`src/rtl/fpu_arbiter_if.sv`:
```
// Requester/FPU handshake bundle for fpu_arbiter: two request ports, the
// FPU issue/return path and the per-port response.
interface fpu_arbiter_if #(
    parameter int unsigned TAG_W = 5
);
    logic [1:0]       req_valid;
    logic [1:0]       req_ready;
    logic [3:0]       req_op0;
    logic [3:0]       req_op1;
    logic [31:0]      req_a0;
    logic [31:0]      req_a1;
    logic [31:0]      req_b0;
    logic [31:0]      req_b1;
    logic [TAG_W-1:0] req_tag0;
    logic [TAG_W-1:0] req_tag1;

    logic             fpu_start;
    logic [3:0]       fpu_op;
    logic [31:0]      fpu_a;
    logic [31:0]      fpu_b;
    logic             fpu_valid;
    logic [31:0]      fpu_result;

    logic [1:0]       done;
    logic [31:0]      rsp_result;
    logic [TAG_W-1:0] rsp_tag;
    logic             err;
    logic             busy;

    modport slave (
        input  req_valid, req_op0, req_op1, req_a0, req_a1, req_b0, req_b1,
               req_tag0, req_tag1, fpu_valid, fpu_result,
        output req_ready, fpu_start, fpu_op, fpu_a, fpu_b,
               done, rsp_result, rsp_tag, err, busy
    );

    modport master (
        output req_valid, req_op0, req_op1, req_a0, req_a1, req_b0, req_b1,
               req_tag0, req_tag1, fpu_valid, fpu_result,
        input  req_ready, fpu_start, fpu_op, fpu_a, fpu_b,
               done, rsp_result, rsp_tag, err, busy
    );
endinterface

```
`src/rtl/fpu_arbiter.sv`:
```
// Two-port round-robin arbiter in front of a single shared FPU.
// Optional WAIT-state watchdog enabled by defining FPU_TIMEOUT_EN.
module fpu_arbiter #(
    parameter int unsigned TAG_W   = 5,
    parameter int unsigned TMO_CYC = 255
) (
    input  logic           CLK,
    input  logic           reset,
    fpu_arbiter_if.slave   bus
);
    typedef enum logic [1:0] {
        IDLE  = 2'd0,
        ISSUE = 2'd1,
        WAIT  = 2'd2,
        RESP  = 2'd3
    } state_t;

    state_t           state;
    logic             rr;
    logic             owner;
    logic [TAG_W-1:0] tag_q;
    logic             any_valid;
    logic             gnt_port;

`ifdef FPU_TIMEOUT_EN
    localparam logic [7:0] TMO_LAST = 8'(TMO_CYC - 1);
    logic [7:0] wd;
    logic       err_q;
    assign bus.err = err_q;
`else
    assign bus.err = 1'b0;
`endif

    // Priority goes to rr only under contention; a lone requester always wins.
    always_comb begin
        any_valid     = |bus.req_valid;
        gnt_port      = (bus.req_valid == 2'b11) ? rr : bus.req_valid[1];
        bus.req_ready = '0;
        if (state == IDLE && any_valid)
            bus.req_ready = gnt_port ? 2'b10 : 2'b01;
    end

    always_ff @(posedge CLK) begin
        if (reset) begin
            state          <= IDLE;
            rr             <= 1'b0;
            owner          <= 1'b0;
            tag_q          <= '0;
            bus.fpu_start  <= 1'b0;
            bus.fpu_op     <= '0;
            bus.fpu_a      <= '0;
            bus.fpu_b      <= '0;
            bus.done       <= '0;
            bus.rsp_result <= '0;
            bus.rsp_tag    <= '0;
            bus.busy       <= 1'b0;
`ifdef FPU_TIMEOUT_EN
            wd             <= '0;
            err_q          <= 1'b0;
`endif
        end else begin
            bus.fpu_start <= 1'b0;
            bus.done      <= '0;
            case (state)
                IDLE: begin
                    if (any_valid) begin
                        owner         <= gnt_port;
                        rr            <= ~gnt_port;
                        bus.fpu_op    <= gnt_port ? bus.req_op1  : bus.req_op0;
                        bus.fpu_a     <= gnt_port ? bus.req_a1   : bus.req_a0;
                        bus.fpu_b     <= gnt_port ? bus.req_b1   : bus.req_b0;
                        tag_q         <= gnt_port ? bus.req_tag1 : bus.req_tag0;
                        bus.fpu_start <= 1'b1;
                        bus.busy      <= 1'b1;
                        state         <= ISSUE;
                    end
                end
                ISSUE: begin
                    state <= WAIT;
`ifdef FPU_TIMEOUT_EN
                    wd    <= '0;
`endif
                end
                WAIT: begin
                    // A completion in the limit cycle takes precedence over the timeout.
                    if (bus.fpu_valid) begin
                        bus.rsp_result <= bus.fpu_result;
                        bus.rsp_tag    <= tag_q;
                        bus.done       <= owner ? 2'b10 : 2'b01;
                        state          <= RESP;
`ifdef FPU_TIMEOUT_EN
                        err_q          <= 1'b0;
                    end else if (wd == TMO_LAST) begin
                        bus.rsp_result <= '0;
                        bus.rsp_tag    <= tag_q;
                        bus.done       <= owner ? 2'b10 : 2'b01;
                        err_q          <= 1'b1;
                        state          <= RESP;
                    end else begin
                        wd <= wd + 8'd1;
`endif
                    end
                end
                RESP: begin
                    bus.busy <= 1'b0;
                    state    <= IDLE;
`ifdef FPU_TIMEOUT_EN
                    err_q    <= 1'b0;
`endif
                end
                default: state <= IDLE;
            endcase
        end
    end
endmodule
```
`src/flat_wrapper.sv`:
```
// flat-port wrapper written by rule: the top's interface ports become plain ports
module fpu_arbiter_flat 
#(
    parameter int unsigned TAG_W   = 5,
    parameter int unsigned TMO_CYC = 255
)
  (CLK, reset, bus_req_valid, bus_req_op0, bus_req_op1, bus_req_a0, bus_req_a1, bus_req_b0, bus_req_b1, bus_req_tag0, bus_req_tag1, bus_fpu_valid, bus_fpu_result, bus_req_ready, bus_fpu_start, bus_fpu_op, bus_fpu_a, bus_fpu_b, bus_done, bus_rsp_result, bus_rsp_tag, bus_err, bus_busy);
  fpu_arbiter_if #(.TAG_W(TAG_W)) bus_i ();
  input  logic CLK;
  input  logic reset;
  input wire logic [$bits(bus_i.req_valid)-1:0] bus_req_valid;
  input wire logic [$bits(bus_i.req_op0)-1:0] bus_req_op0;
  input wire logic [$bits(bus_i.req_op1)-1:0] bus_req_op1;
  input wire logic [$bits(bus_i.req_a0)-1:0] bus_req_a0;
  input wire logic [$bits(bus_i.req_a1)-1:0] bus_req_a1;
  input wire logic [$bits(bus_i.req_b0)-1:0] bus_req_b0;
  input wire logic [$bits(bus_i.req_b1)-1:0] bus_req_b1;
  input wire logic [$bits(bus_i.req_tag0)-1:0] bus_req_tag0;
  input wire logic [$bits(bus_i.req_tag1)-1:0] bus_req_tag1;
  input wire logic [$bits(bus_i.fpu_valid)-1:0] bus_fpu_valid;
  input wire logic [$bits(bus_i.fpu_result)-1:0] bus_fpu_result;
  output wire logic [$bits(bus_i.req_ready)-1:0] bus_req_ready;
  output wire logic [$bits(bus_i.fpu_start)-1:0] bus_fpu_start;
  output wire logic [$bits(bus_i.fpu_op)-1:0] bus_fpu_op;
  output wire logic [$bits(bus_i.fpu_a)-1:0] bus_fpu_a;
  output wire logic [$bits(bus_i.fpu_b)-1:0] bus_fpu_b;
  output wire logic [$bits(bus_i.done)-1:0] bus_done;
  output wire logic [$bits(bus_i.rsp_result)-1:0] bus_rsp_result;
  output wire logic [$bits(bus_i.rsp_tag)-1:0] bus_rsp_tag;
  output wire logic [$bits(bus_i.err)-1:0] bus_err;
  output wire logic [$bits(bus_i.busy)-1:0] bus_busy;
  assign bus_i.req_valid = bus_req_valid;
  assign bus_i.req_op0 = bus_req_op0;
  assign bus_i.req_op1 = bus_req_op1;
  assign bus_i.req_a0 = bus_req_a0;
  assign bus_i.req_a1 = bus_req_a1;
  assign bus_i.req_b0 = bus_req_b0;
  assign bus_i.req_b1 = bus_req_b1;
  assign bus_i.req_tag0 = bus_req_tag0;
  assign bus_i.req_tag1 = bus_req_tag1;
  assign bus_i.fpu_valid = bus_fpu_valid;
  assign bus_i.fpu_result = bus_fpu_result;
  assign bus_req_ready = bus_i.req_ready;
  assign bus_fpu_start = bus_i.fpu_start;
  assign bus_fpu_op = bus_i.fpu_op;
  assign bus_fpu_a = bus_i.fpu_a;
  assign bus_fpu_b = bus_i.fpu_b;
  assign bus_done = bus_i.done;
  assign bus_rsp_result = bus_i.rsp_result;
  assign bus_rsp_tag = bus_i.rsp_tag;
  assign bus_err = bus_i.err;
  assign bus_busy = bus_i.busy;
  fpu_arbiter #(.TAG_W(TAG_W), .TMO_CYC(TMO_CYC)) u_core (.CLK(CLK), .reset(reset), .bus(bus_i));
endmodule
```
`config.mk`:
```
export PLATFORM = sky130hd
export DESIGN_NAME = fpu_arbiter_flat
export DESIGN_NICKNAME = d
export VERILOG_FILES = /design/src/rtl/fpu_arbiter_if.sv /design/src/rtl/fpu_arbiter.sv /design/src/flat_wrapper.sv
export SDC_FILE = /design/constraint.sdc
export NUM_CORES = 1
export LEC_CHECK = 0
export BUFFER_PORTS_ARGS = -buffer_cell sky130_fd_sc_hd__buf_2
export CAP_MARGIN = 20
export CORE_ASPECT_RATIO = 1.5
export CORE_MARGIN = 4
export CORE_UTILIZATION = 30
export DETAILED_ROUTE_END_ITERATION = 10
export GPL_TIMING_DRIVEN = 0
export HOLD_SLACK_MARGIN = 0.02
export PLACE_DENSITY = 0.63
export SYNTH_ARGS = -nofsm -noshare
export SYNTH_HDL_FRONTEND = slang
export SYNTH_SLANG_ARGS = --single-unit
```
`constraint.sdc`:
```
create_clock -name CLK -period 4.85 [get_ports CLK]
set_clock_uncertainty 0.1 [all_clocks]
set_input_delay 0.97 -clock CLK [delete_from_list [all_inputs] [get_ports CLK]]
set_output_delay 0.97 -clock CLK [all_outputs]
set_load 0.005 [all_outputs]
```
==> run_results.csv, run 1 <==
group,metric,value,unit
outcome,status,"finished clean",
route,dr.pass1.iters,4,
synth,ys_seq_area_share,52.0,%
critical_path,crit_path_end,"bus_req_ready[1]",
critical_path,cp_cell_sequence,"buf_2 -> nand2_2 -> a21oi_1 -> buf_2",
clock_network,clock_tree.buffer_depth,2,
clock_network,ctsRootBufferMaster,"clkbuf_16",
synth,syn_inst,454,
clock_network,cts.sinks,118,
global_routing,grt_max_degree,17,
synth,synthesis.area,4540,um^2
synth,async_flop_share,0,%
sta,worst_pin_slew,752,ps
floorplan,die_area,17200,um^2
route,wirelength,15.8,mm
power_and_ir_drop,ir_drop,0.224,mV
critical_path,cp_slowest_cell,"a21oi_1",
sta,rsz0062_at_grt,"false",
worst_hold_path,hold_class,"reg -> reg",
floorplan,start_util,30.8,%
clock_network,h-tree-depth,4,
route,vias,4699,
synth,ys_ff_latch,118,
power_and_ir_drop,p_leak,3.59,nW
sta,setup_tns,0,ps
clock_network,clk_latency,400,ps
floorplan,fp-row-count,54,
power_and_ir_drop,power_density,541,nW/um^2
placement,dp.final_hpwl,12.0,mm
sta,period_minus_slack,2710,ps
synth,ys_types,29,
global_routing,grt-ovfl-total,0,
clock_network,ctsHoldBuffers,0,
sta,drv_slew,0,
sta,hold_viol_final,0,
floorplan,die_y,159,um
sta,layout_setup_ws,2140,ps
run,drv_cap,0,
cells_and_area,multi_input_area,1880,um^2
route,antenna_left,0,
critical_path,r2r.worst_path.cells,7,
critical_path,cpPeakStageDelay,230,ps
clock_network,postCtsSetupRepairBufs,0,
route,dr.max_layer_used,"met5",
floorplan,io_pins,295,
critical_path,r2r_slack,2800,ps
route,wl_met2,7.95,mm
critical_path,arrival,1640,ps
route,drt_iter0_drc,228,
critical_path,startpoint_type,"input pin",
synth,syn-num-nets,640,
clock_network,post_cts_resized,0,
synth,synth_fa_ha_area_share,0.826,%
floorplan,fp.dieW,108,um
synth,synthMuxAreaShare,0.220,%
critical_path,r2r_end,"u_core.bus.fpu_b[10]$_SDFFE_PP0P_",
critical_path,end_kind,"primary output",
critical_path,critPathKind,"in -> out",
global_routing,grt_pass1_vias,4624,
route,routed-wl-met3,1.11,mm
critical_path,startpoint,"bus_req_valid[1]",
cells_and_area,nFillCells,1531,
cells_and_area,seqCellArea,2360,um^2
critical_path,r2r_start,"u_core.state[0]$_SDFFE_PP0P_",
cells_and_area,finalCoreUtilization,46.8,%
sta,max_freq,369,MHz
route,wl_per_cell,16.2,um
placement,dpl.cell_count,942,
synth,synth_top_family_by_area,"compound AO/OA/AOI/OAI gates",
sta,setup_viol,0,
cells_and_area,drive_above_1_share,45.9,%
critical_path,cp.depth,4,
placement,pre_cts_ws,2160,ps
synth,synth-simple-area-share,17.6,%
floorplan,core,14700,um^2
route,vias_per_cell,4.82,
clock_network,cts_tree,"built",
clock_network,cts_buffers,17,
global_routing,grt_pass1_wl,23.7,mm
synth,synth.avg_cell_area,10.0,um^2
sta,slew_headroom,49.7,%
sta,fin_hold_ws,346,ps
route,wl_met1,6.43,mm
synth,synth-edff-count,0,
cells_and_area,areaGrowthSynthToFinish,51.6,%
global_routing,antenna_found_initial,1,
critical_path,cp.required,3780,ps
synth,ys.flop_type,"dfxtp_1",
critical_path,worst-path-buf-inv,2,
critical_path,crit_family,"buffers and inverters",
placement,gp_congestion,0.769,
placement,port_buffers,292,
route,drc,0,
synth,synth-compound-area-share,22.6,%
cells_and_area,fin_cells,974,
global_routing,grt.total_usage,17.6,%
critical_path,crit_fanout,6,
synth,ys_warn_count,0,
sta,period_share,55.8,%
cells_and_area,antennaDiodeCount,0,
synth,synth_xor_area_share,0,%
critical_path,critPathMostFrequentCell,"buf_2",
clock_network,path_clk_slew,50,ps
cells_and_area,fin_nets,951,
==> how the worst min path moves through the flow <==
stage | endpoint | cells after the start | from | slack (ps)
after floorplan | u_core.bus.done[0]$_SDFF_PP0_ | 1 | u_core.owner$_SDFFE_PP0P_ | 310
after global placement | u_core.bus.done[0]$_SDFF_PP0_ | 1 | u_core.owner$_SDFFE_PP0P_ | 330
after detailed placement | u_core.bus.done[0]$_SDFF_PP0_ | 1 | u_core.owner$_SDFFE_PP0P_ | 330
after CTS | u_core.bus.rsp_tag[0]$_SDFFE_PP0P_ | 2 | u_core.tag_q[0]$_SDFFE_PP0P_ | 340
after global routing | u_core.bus.rsp_tag[2]$_SDFFE_PP0P_ | 2 | u_core.tag_q[2]$_SDFFE_PP0P_ | 360
final | u_core.bus.rsp_tag[3]$_SDFFE_PP0P_ | 2 | u_core.tag_q[3]$_SDFFE_PP0P_ | 350
==> registers in the layout, indices dropped and copies added, names as in the netlist <==
signal,count
u_core.bus.done,2
u_core.bus.rsp_result,32
u_core.bus.fpu_start,1
u_core.owner,1
u_core.state,2
u_core.bus.fpu_a,32
u_core.bus.fpu_b,32
u_core.tag_q,5
u_core.bus.rsp_tag,5
u_core.bus.fpu_op,4
u_core.rr,1
u_core.bus.busy,1
==> worst min-delay path, stage by stage, from the launching register on <==
cell,delay (ps)
dfxtp_1,300
nand2_1,50
a21oi_1,50
==> where the power goes <==
group	internal (W)	switching, W
registers	0.00120	0.000108
clock network	0.000880	0.000477
logic	0.000521	0.000537
==> layout make-up <==
class / instances / share of cell area (%)
inverters: 4 / 0.218
plain buffers: 45 / 4.12
multi-input cells: 287 / 27.3
clock buffers: 18 / 6.38
repair buffers: 292 / 21.2
well taps: 196 / 3.56
flip-flops and latches: 118 / 34.3
clock inverters: 14 / 2.89
==> cells in the final DEF, fill, tap and decap left out, types with 3 or more instances in the layout <==
cell type   count
nand2_1        78
buf_4          15
and3_1         74
clkbuf_16      17
buf_2         294
dfxtp_1       118
a21oi_1        41
ha_1            3
inv_1           3
clkinvlp_4      3
buf_6           7
clkbuf_1       19
bufinv_16       4
a221o_1        73
==> cell usage after synthesis (2+ instances only) <==
library cell,number,area (um^2)
dfxtp_1,118,2360
and3_1,74,463
inv_1,3,11.3
a211oi_4,2,40.0
buf_6,7,78.8
buf_4,15,113
ha_1,3,37.5
a221o_1,73,731
clkbuf_1,19,71.3
nor2_1,2,7.51
nand2_1,78,293
nand2_2,2,12.5
buf_2,2,10.0
a21oi_1,41,205
==> kinds of logic (layout without fill, tap and decap cells) <==
| group | Yosys count | after routing |
|---|---|---|
| AOI/OAI and AO/OA | 122 | 122 |
| adders and majority gates | 3 | 3 |
| buffers and inverters | 49 | 373 |
| DFF | 118 | 118 |
| muxes | 1 | 1 |
| other | 1 | 1 |
| and+or+nand+nor | 160 | 160 |
==> per-stage QoR <==
step	cell area (um^2)	total power, W
2_1_floorplan	4540	0.00192
3_3_place_gp	6250	0.00240
3_5_place_dp	6250	0.00240
4_1_cts	6890	0.00377
5_1_grt	6890	0.00394
6_report	6890	0.00372
==> layer usage <==
| layer | up-vias | GRT usage (%) |
|---|---|---|
| li1 | 2307 | - |
| met1 | 2153 | 20.6 |
| met2 | 212 | 31.2 |
| met3 | 25 | 4.58 |
| met4 | 2 | 5.84 |
| met5 | - | 0 |
Power figures use the tool's default switching activity.
==> inputs of run 2 (changes only) <==
--- a/config.mk
+++ b/config.mk
@@ -13,7 +13,7 @@
 export DETAILED_ROUTE_END_ITERATION = 10
 export GPL_TIMING_DRIVEN = 0
 export HOLD_SLACK_MARGIN = 0.02
-export PLACE_DENSITY = 0.63
+export PLACE_DENSITY = 0.66
 export SYNTH_ARGS = -nofsm -noshare
 export SYNTH_HDL_FRONTEND = slang
 export SYNTH_SLANG_ARGS = --single-unit
==> constraint.sdc (replaced) <==
create_clock -name CLK -period 2.2 [get_ports CLK]
set_clock_uncertainty 0.1 [all_clocks]
set_input_delay 0.44 -clock CLK [delete_from_list [all_inputs] [get_ports CLK]]
set_output_delay 0.44 -clock CLK [all_outputs]
set_load 0.005 [all_outputs]
==> run 2 against run 1 <==
  * Core utilization decreased by 0.28 points
  * Global-route usage increased by 0.057 points
  * First-iteration DRC count decreased by 39%
  * Largest power group is now registers
  * Power increased by 110%
==> run_results.csv, run 2 (synthesized netlist as in run 1, its figures left out) <==
group,metric,value,unit
outcome,status,"finished clean",
power_and_ir_drop,seqPwrFrac,36.2,%
critical_path,cp_cell_sequence,"inv_1 -> ha_1 -> clkbuf_4 -> nand2_2 -> a21oi_1 -> buf_2",
placement,gp_congestion,0.811,
power_and_ir_drop,clock_power_share,34.0,%
floorplan,io_pins,295,
sta,period_minus_slack,2040,ps
floorplan,core,14700,um^2
worst_hold_path,hold_start,"bus_req_a0[16]",
sta,drv_slew,0,
floorplan,fp.dieW,108,um
floorplan,die_area,17200,um^2
power_and_ir_drop,power.internal,0.00551,W
power_and_ir_drop,p_leak,3.58,nW
cells_and_area,nFillCells,1511,
sta,slew_headroom,53.4,%
cells_and_area,most-common-layout-cells,"buf_2 (294), dfxtp_1 (118), nand2_1 (78), and3_1 (74), a221o_1 (73)",
route,antenna_left,0,
route,wirelength,15.8,mm
cells_and_area,fin_nets,952,
power_and_ir_drop,p_sw_share,30.7,%
critical_path,cp_slowest_cell,"dfxtp_1",
cells_and_area,multi_input_area,1880,um^2
power_and_ir_drop,ir_drop,0.489,mV
sta,worst_pin_slew,697,ps
sta,max_freq,490,MHz
clock_network,cts_buffers,17,
cells_and_area,antennaDiodeCount,0,
sta,layout_setup_ws,160,ps
route,drc,0,
critical_path,crit_family,"buffers and inverters",
global_routing,grt_max_degree,17,
cells_and_area,largestRegisters,"u_core.bus.fpu_a x32, u_core.bus.fpu_b x32, u_core.bus.rsp_result x32",
sta,rsz0062_at_grt,"false",
critical_path,r2r_start,"u_core.state[0]$_SDFFE_PP0P_",
power_and_ir_drop,power_density,1160,nW/um^2
global_routing,grt_pass1_wl,23.6,mm
route,dr.pass1.iters,5,
power_and_ir_drop,p_switching,0.00244,W
sta,hold_viol_final,0,
critical_path,arrival,1500,ps
clock_network,clock_tree.buffer_depth,2,
critical_path,r2r.worst_path.cells,7,
power_and_ir_drop,p_comb_share,29.8,%
worst_hold_path,worst_hold_path.num_cells,2,
floorplan,fp-row-count,54,
critical_path,cp.required,1660,ps
route,vias_per_cell,4.72,
worst_hold_path,hold_class,"in -> reg",
floorplan,die_y,159,um
global_routing,antenna_found_initial,0,
clock_network,clk_latency,400,ps
clock_network,path_clk_slew,60,ps
sta,setup_viol,0,
global_routing,grt-ovfl-total,0,
critical_path,cp.depth,6,
critical_path,crit_fanout,8,
global_routing,grt.total_usage,17.7,%
critical_path,critPathKind,"reg -> out",
critical_path,startpoint_type,"register",
clock_network,cts.sinks,118,
global_routing,grt_pass1_vias,4690,
route,vias,4602,
route,wl_per_cell,16.2,um
critical_path,startpoint,"u_core.state[0]$_SDFFE_PP0P_",
sta,setup_tns,0,ps
cells_and_area,drive_above_1_share,45.8,%
sta,period_share,92.7,%
placement,dp.final_hpwl,12.2,mm
floorplan,start_util,30.8,%
cells_and_area,seqCellArea,2360,um^2
run,drv_cap,0,
cells_and_area,finalCoreUtilization,46.5,%
clock_network,h-tree-depth,4,
sta,fin_hold_ws,150,ps
cells_and_area,areaGrowthSynthToFinish,50.7,%
critical_path,cpPeakStageDelay,320,ps
cells_and_area,final_common_cell,"buf_2",
clock_network,ctsRootBufferMaster,"clkbuf_16",
placement,pre_cts_ws,34.0,ps
critical_path,end_kind,"primary output",
route,drt_iter0_drc,139,
placement,port_buffers,292,
clock_network,cts_tree,"built",
critical_path,worst-path-buf-inv,3,
==> run 2: final cells by class <==
class / count / area share [%]
multi-input cells: 287 / 27.5
repair buffers: 293 / 21.6
clock buffers: 20 / 6.53
flip-flops and latches: 118 / 34.5
plain buffers: 45 / 4.17
inverters: 4 / 0.219
clock inverters: 12 / 1.88
well taps: 196 / 3.58
==> run 2: layer usage <==
layer,global-route usage [%],wire [um]
met5,0,0
met4,8.06,406
met3,5.52,1360
met2,30.6,7790
met1,19.7,6270
==> run 2: what timing repair did <==
action / CTS / global route
resized for setup: 0 / 2
setup endpoints to repair: 0 / 2
hold buffers: 0 / 0
setup buffers: 0 / 1
endpoints found under the hold margin: 0 / 0
==> run 2: power groups by stage <==
stage	clock network, W	logic, W	registers, W
after global routing	0.00284	0.00263	0.00294
after CTS	0.00275	0.00239	0.00288
after global placement	0	0.00237	0.00291
after detailed placement	0	0.00238	0.00291
after floorplan	0	0.00129	0.00295
final	0.00270	0.00237	0.00288
==> run 2: path summary, 6_finish.rpt <==
kind,slack [ps],to
setup / recovery,160,bus_req_ready[1]
hold / removal,150,u_core.bus.fpu_a[16]$_SDFFE_PP0P_
setup reg to reg,210,u_core.bus.fpu_b[24]$_SDFFE_PP0P_
hold reg to reg,350,u_core.bus.rsp_tag[2]$_SDFFE_PP0P_
==> run 2: stage by stage <==
stage	instance area (um^2)	total power, W	cells
finish	6850	0.00795	975
global route	6850	0.00841	975
CTS	6820	0.00801	974
detailed placement	6250	0.00529	942
global placement	6250	0.00528	942
floorplan	4540	0.00424	454
==> inputs of run 3 (changes only) <==
--- a/config.mk
+++ b/config.mk
@@ -7,13 +7,15 @@
 export LEC_CHECK = 0
 export BUFFER_PORTS_ARGS = -buffer_cell sky130_fd_sc_hd__buf_2
 export CAP_MARGIN = 20
+export CELL_PAD_IN_SITES_DETAIL_PLACEMENT = 2
+export CELL_PAD_IN_SITES_GLOBAL_PLACEMENT = 2
 export CORE_ASPECT_RATIO = 1.5
 export CORE_MARGIN = 4
-export CORE_UTILIZATION = 30
+export CORE_UTILIZATION = 21
 export DETAILED_ROUTE_END_ITERATION = 10
 export GPL_TIMING_DRIVEN = 0
 export HOLD_SLACK_MARGIN = 0.02
-export PLACE_DENSITY = 0.66
+export PLACE_DENSITY = 0.8
 export SYNTH_ARGS = -nofsm -noshare
 export SYNTH_HDL_FRONTEND = slang
 export SYNTH_SLANG_ARGS = --single-unit
==> run 3 against run 2 <==
  * Non-clock buffer count is 3 higher
  * Via count grew 7.0%
  * Wire length is 30% higher
  * Largest power group unchanged
==> run_results.csv, run 3 (synthesized netlist as in run 1, its figures left out) <==
group,metric,value,unit
global_routing,grt_pass1_vias,5558,
cells_and_area,drive_above_1_share,46.4,%
sta,rsz0062_at_grt,"false",
sta,setup_tns,0,ps
critical_path,end_kind,"primary output",
sta,max_freq,482,MHz
placement,port_buffers,292,
sta,drv_slew,0,
critical_path,cp_slowest_cell,"dfxtp_1",
global_routing,grt_pass1_wl,30.9,mm
global_routing,antenna_found_initial,3,
run,drv_cap,0,
worst_hold_path,hold_start,"bus_req_b1[0]",
clock_network,cts.sinks,118,
route,vias,4925,
clock_network,clock_tree.buffer_depth,2,
critical_path,cp.required,1660,ps
global_routing,grtUsageMet2,31.2,%
floorplan,die_area,24100,um^2
route,dr.pass1.iters,4,
worst_hold_path,hold_class,"in -> reg",
route,wirelength,20.5,mm
cells_and_area,fin_nets,955,
power_and_ir_drop,power_density,1170,nW/um^2
power_and_ir_drop,ir_drop,0.500,mV
floorplan,io_pins,295,
route,vias_per_cell,4.68,
critical_path,cpPeakStageDelay,330,ps
sta,slew_headroom,63.8,%
clock_network,cts_tree,"built",
sta,period_share,94.4,%
route,drt_iter0_drc,129,
floorplan,core,21100,um^2
sta,hold_viol_final,0,
sta,worst_pin_slew,544,ps
placement,gp_congestion,0.731,
floorplan,start_util,21.5,%
cells_and_area,final_common_cell,"buf_2",
global_routing,grt-ovfl-total,0,
cells_and_area,nFillCells,2447,
clock_network,clk_latency,420,ps
placement,dp.final_hpwl,15.8,mm
cells_and_area,areaGrowthSynthToFinish,53.9,%
route,antenna_left,0,
sta,layout_setup_ws,123,ps
clock_network,path_clk_slew,60,ps
sta,setup_viol,0,
clock_network,ctsRootBufferMaster,"clkbuf_16",
critical_path,startpoint_type,"register",
route,wl_per_cell,19.5,um
floorplan,fp.dieW,128,um
floorplan,die_y,188,um
cells_and_area,largestRegisters,"u_core.bus.fpu_a x32, u_core.bus.fpu_b x32, u_core.bus.rsp_result x32",
sta,period_minus_slack,2080,ps
critical_path,critPathKind,"reg -> out",
clock_network,cts_buffers,17,
critical_path,r2r.worst_path.cells,8,
outcome,status,"finished clean",
floorplan,fp-row-count,65,
global_routing,use_met1,16.7,%
global_routing,grt_max_degree,17,
placement,pre_cts_ws,-95.4,ps
worst_hold_path,worst_hold_path.num_cells,2,
critical_path,r2r_start,"u_core.state[0]$_SDFFE_PP0P_",
power_and_ir_drop,p_leak,3.61,nW
clock_network,h-tree-depth,4,
critical_path,arrival,1540,ps
critical_path,cp_cell_sequence,"inv_1 -> ha_1 -> clkbuf_4 -> nand2_2 -> a21oi_1 -> buf_2",
global_routing,use_met3,5.73,%
critical_path,startpoint,"u_core.state[0]$_SDFFE_PP0P_",
global_routing,grt_most_used_layer,"met2",
critical_path,crit_fanout,8,
route,drc,0,
cells_and_area,most-common-layout-cells,"buf_2 (294), dfxtp_1 (118), nand2_1 (78), and3_1 (74), a221o_1 (73)",
global_routing,grt.total_usage,16.7,%
[run 3: final timing paths]
kind	endpoint	slack (ps)
max	bus_req_ready[0]	120
min	u_core.bus.fpu_b[0]$_SDFFE_PP0P_	140
max reg2reg	u_core.bus.fpu_b[7]$_SDFFE_PP0P_	270
min reg2reg	u_core.bus.rsp_tag[4]$_SDFFE_PP0P_	350
[run 3: stage by stage]
stage               instances  util, %  power [W]  area, um^2  hold slack (ps)
CTS                      1045     32.7    0.00832        6920              112
global route             1052     33.1    0.00871        6990              121
finish                   1052     33.1    0.00820        6990              144
floorplan                 454        -    0.00424        4540              307
detailed placement       1014     30.0    0.00548        6340              348
global placement         1014     30.0    0.00538        6340              330
[run 3: cell type report]
cell class	instances	area (um^2)	area share (%)
sequential	118	2360	33.8
multi-input combinational	287	1880	27.0
timing repair buffer	296	1520	21.7
clock buffer	22	484	6.93
tap	268	335	4.80
buffer	45	287	4.10
clock inverter	9	100	1.43
inverter	4	15.0	0.215
antenna	3	7.51	0.107
[run 3: timing repair]
| action | CTS | global route |
|---|---|---|
| setup buffers | 0 | 4 |
| setup endpoints to repair | 0 | 68 |
| hold buffers | 0 | 0 |
| resized for setup | 0 | 4 |
[run 3: critical path: cells and delay by family (launching register included)]
kind	cells	cell delay [ps]
adder cells (fa/ha/maj)	1	140
flip-flops	1	330
AND/OR/NAND/NOR	1	90
buffers and inverters	3	410
AO/OA/AOI/OAI	1	150
[run 3: per-layer routing]
metal	share of wire, %	routed length, um	vias up
met4	2.5	515	0
met5	0	0	-
li1	-	-	2317
met1	36	7400	2370
met3	7.1	1460	28
met2	54	11100	210
[run 3: power by group]
group	internal, W	leakage [nW]	switching, W	total [W]
Clock	0.00177	0.288	0.00100	0.00277
Sequential	0.00265	0.967	0.000257	0.00291
Combinational	0.00120	2.36	0.00133	0.00252
Total	0.00561	3.61	0.00259	0.00820
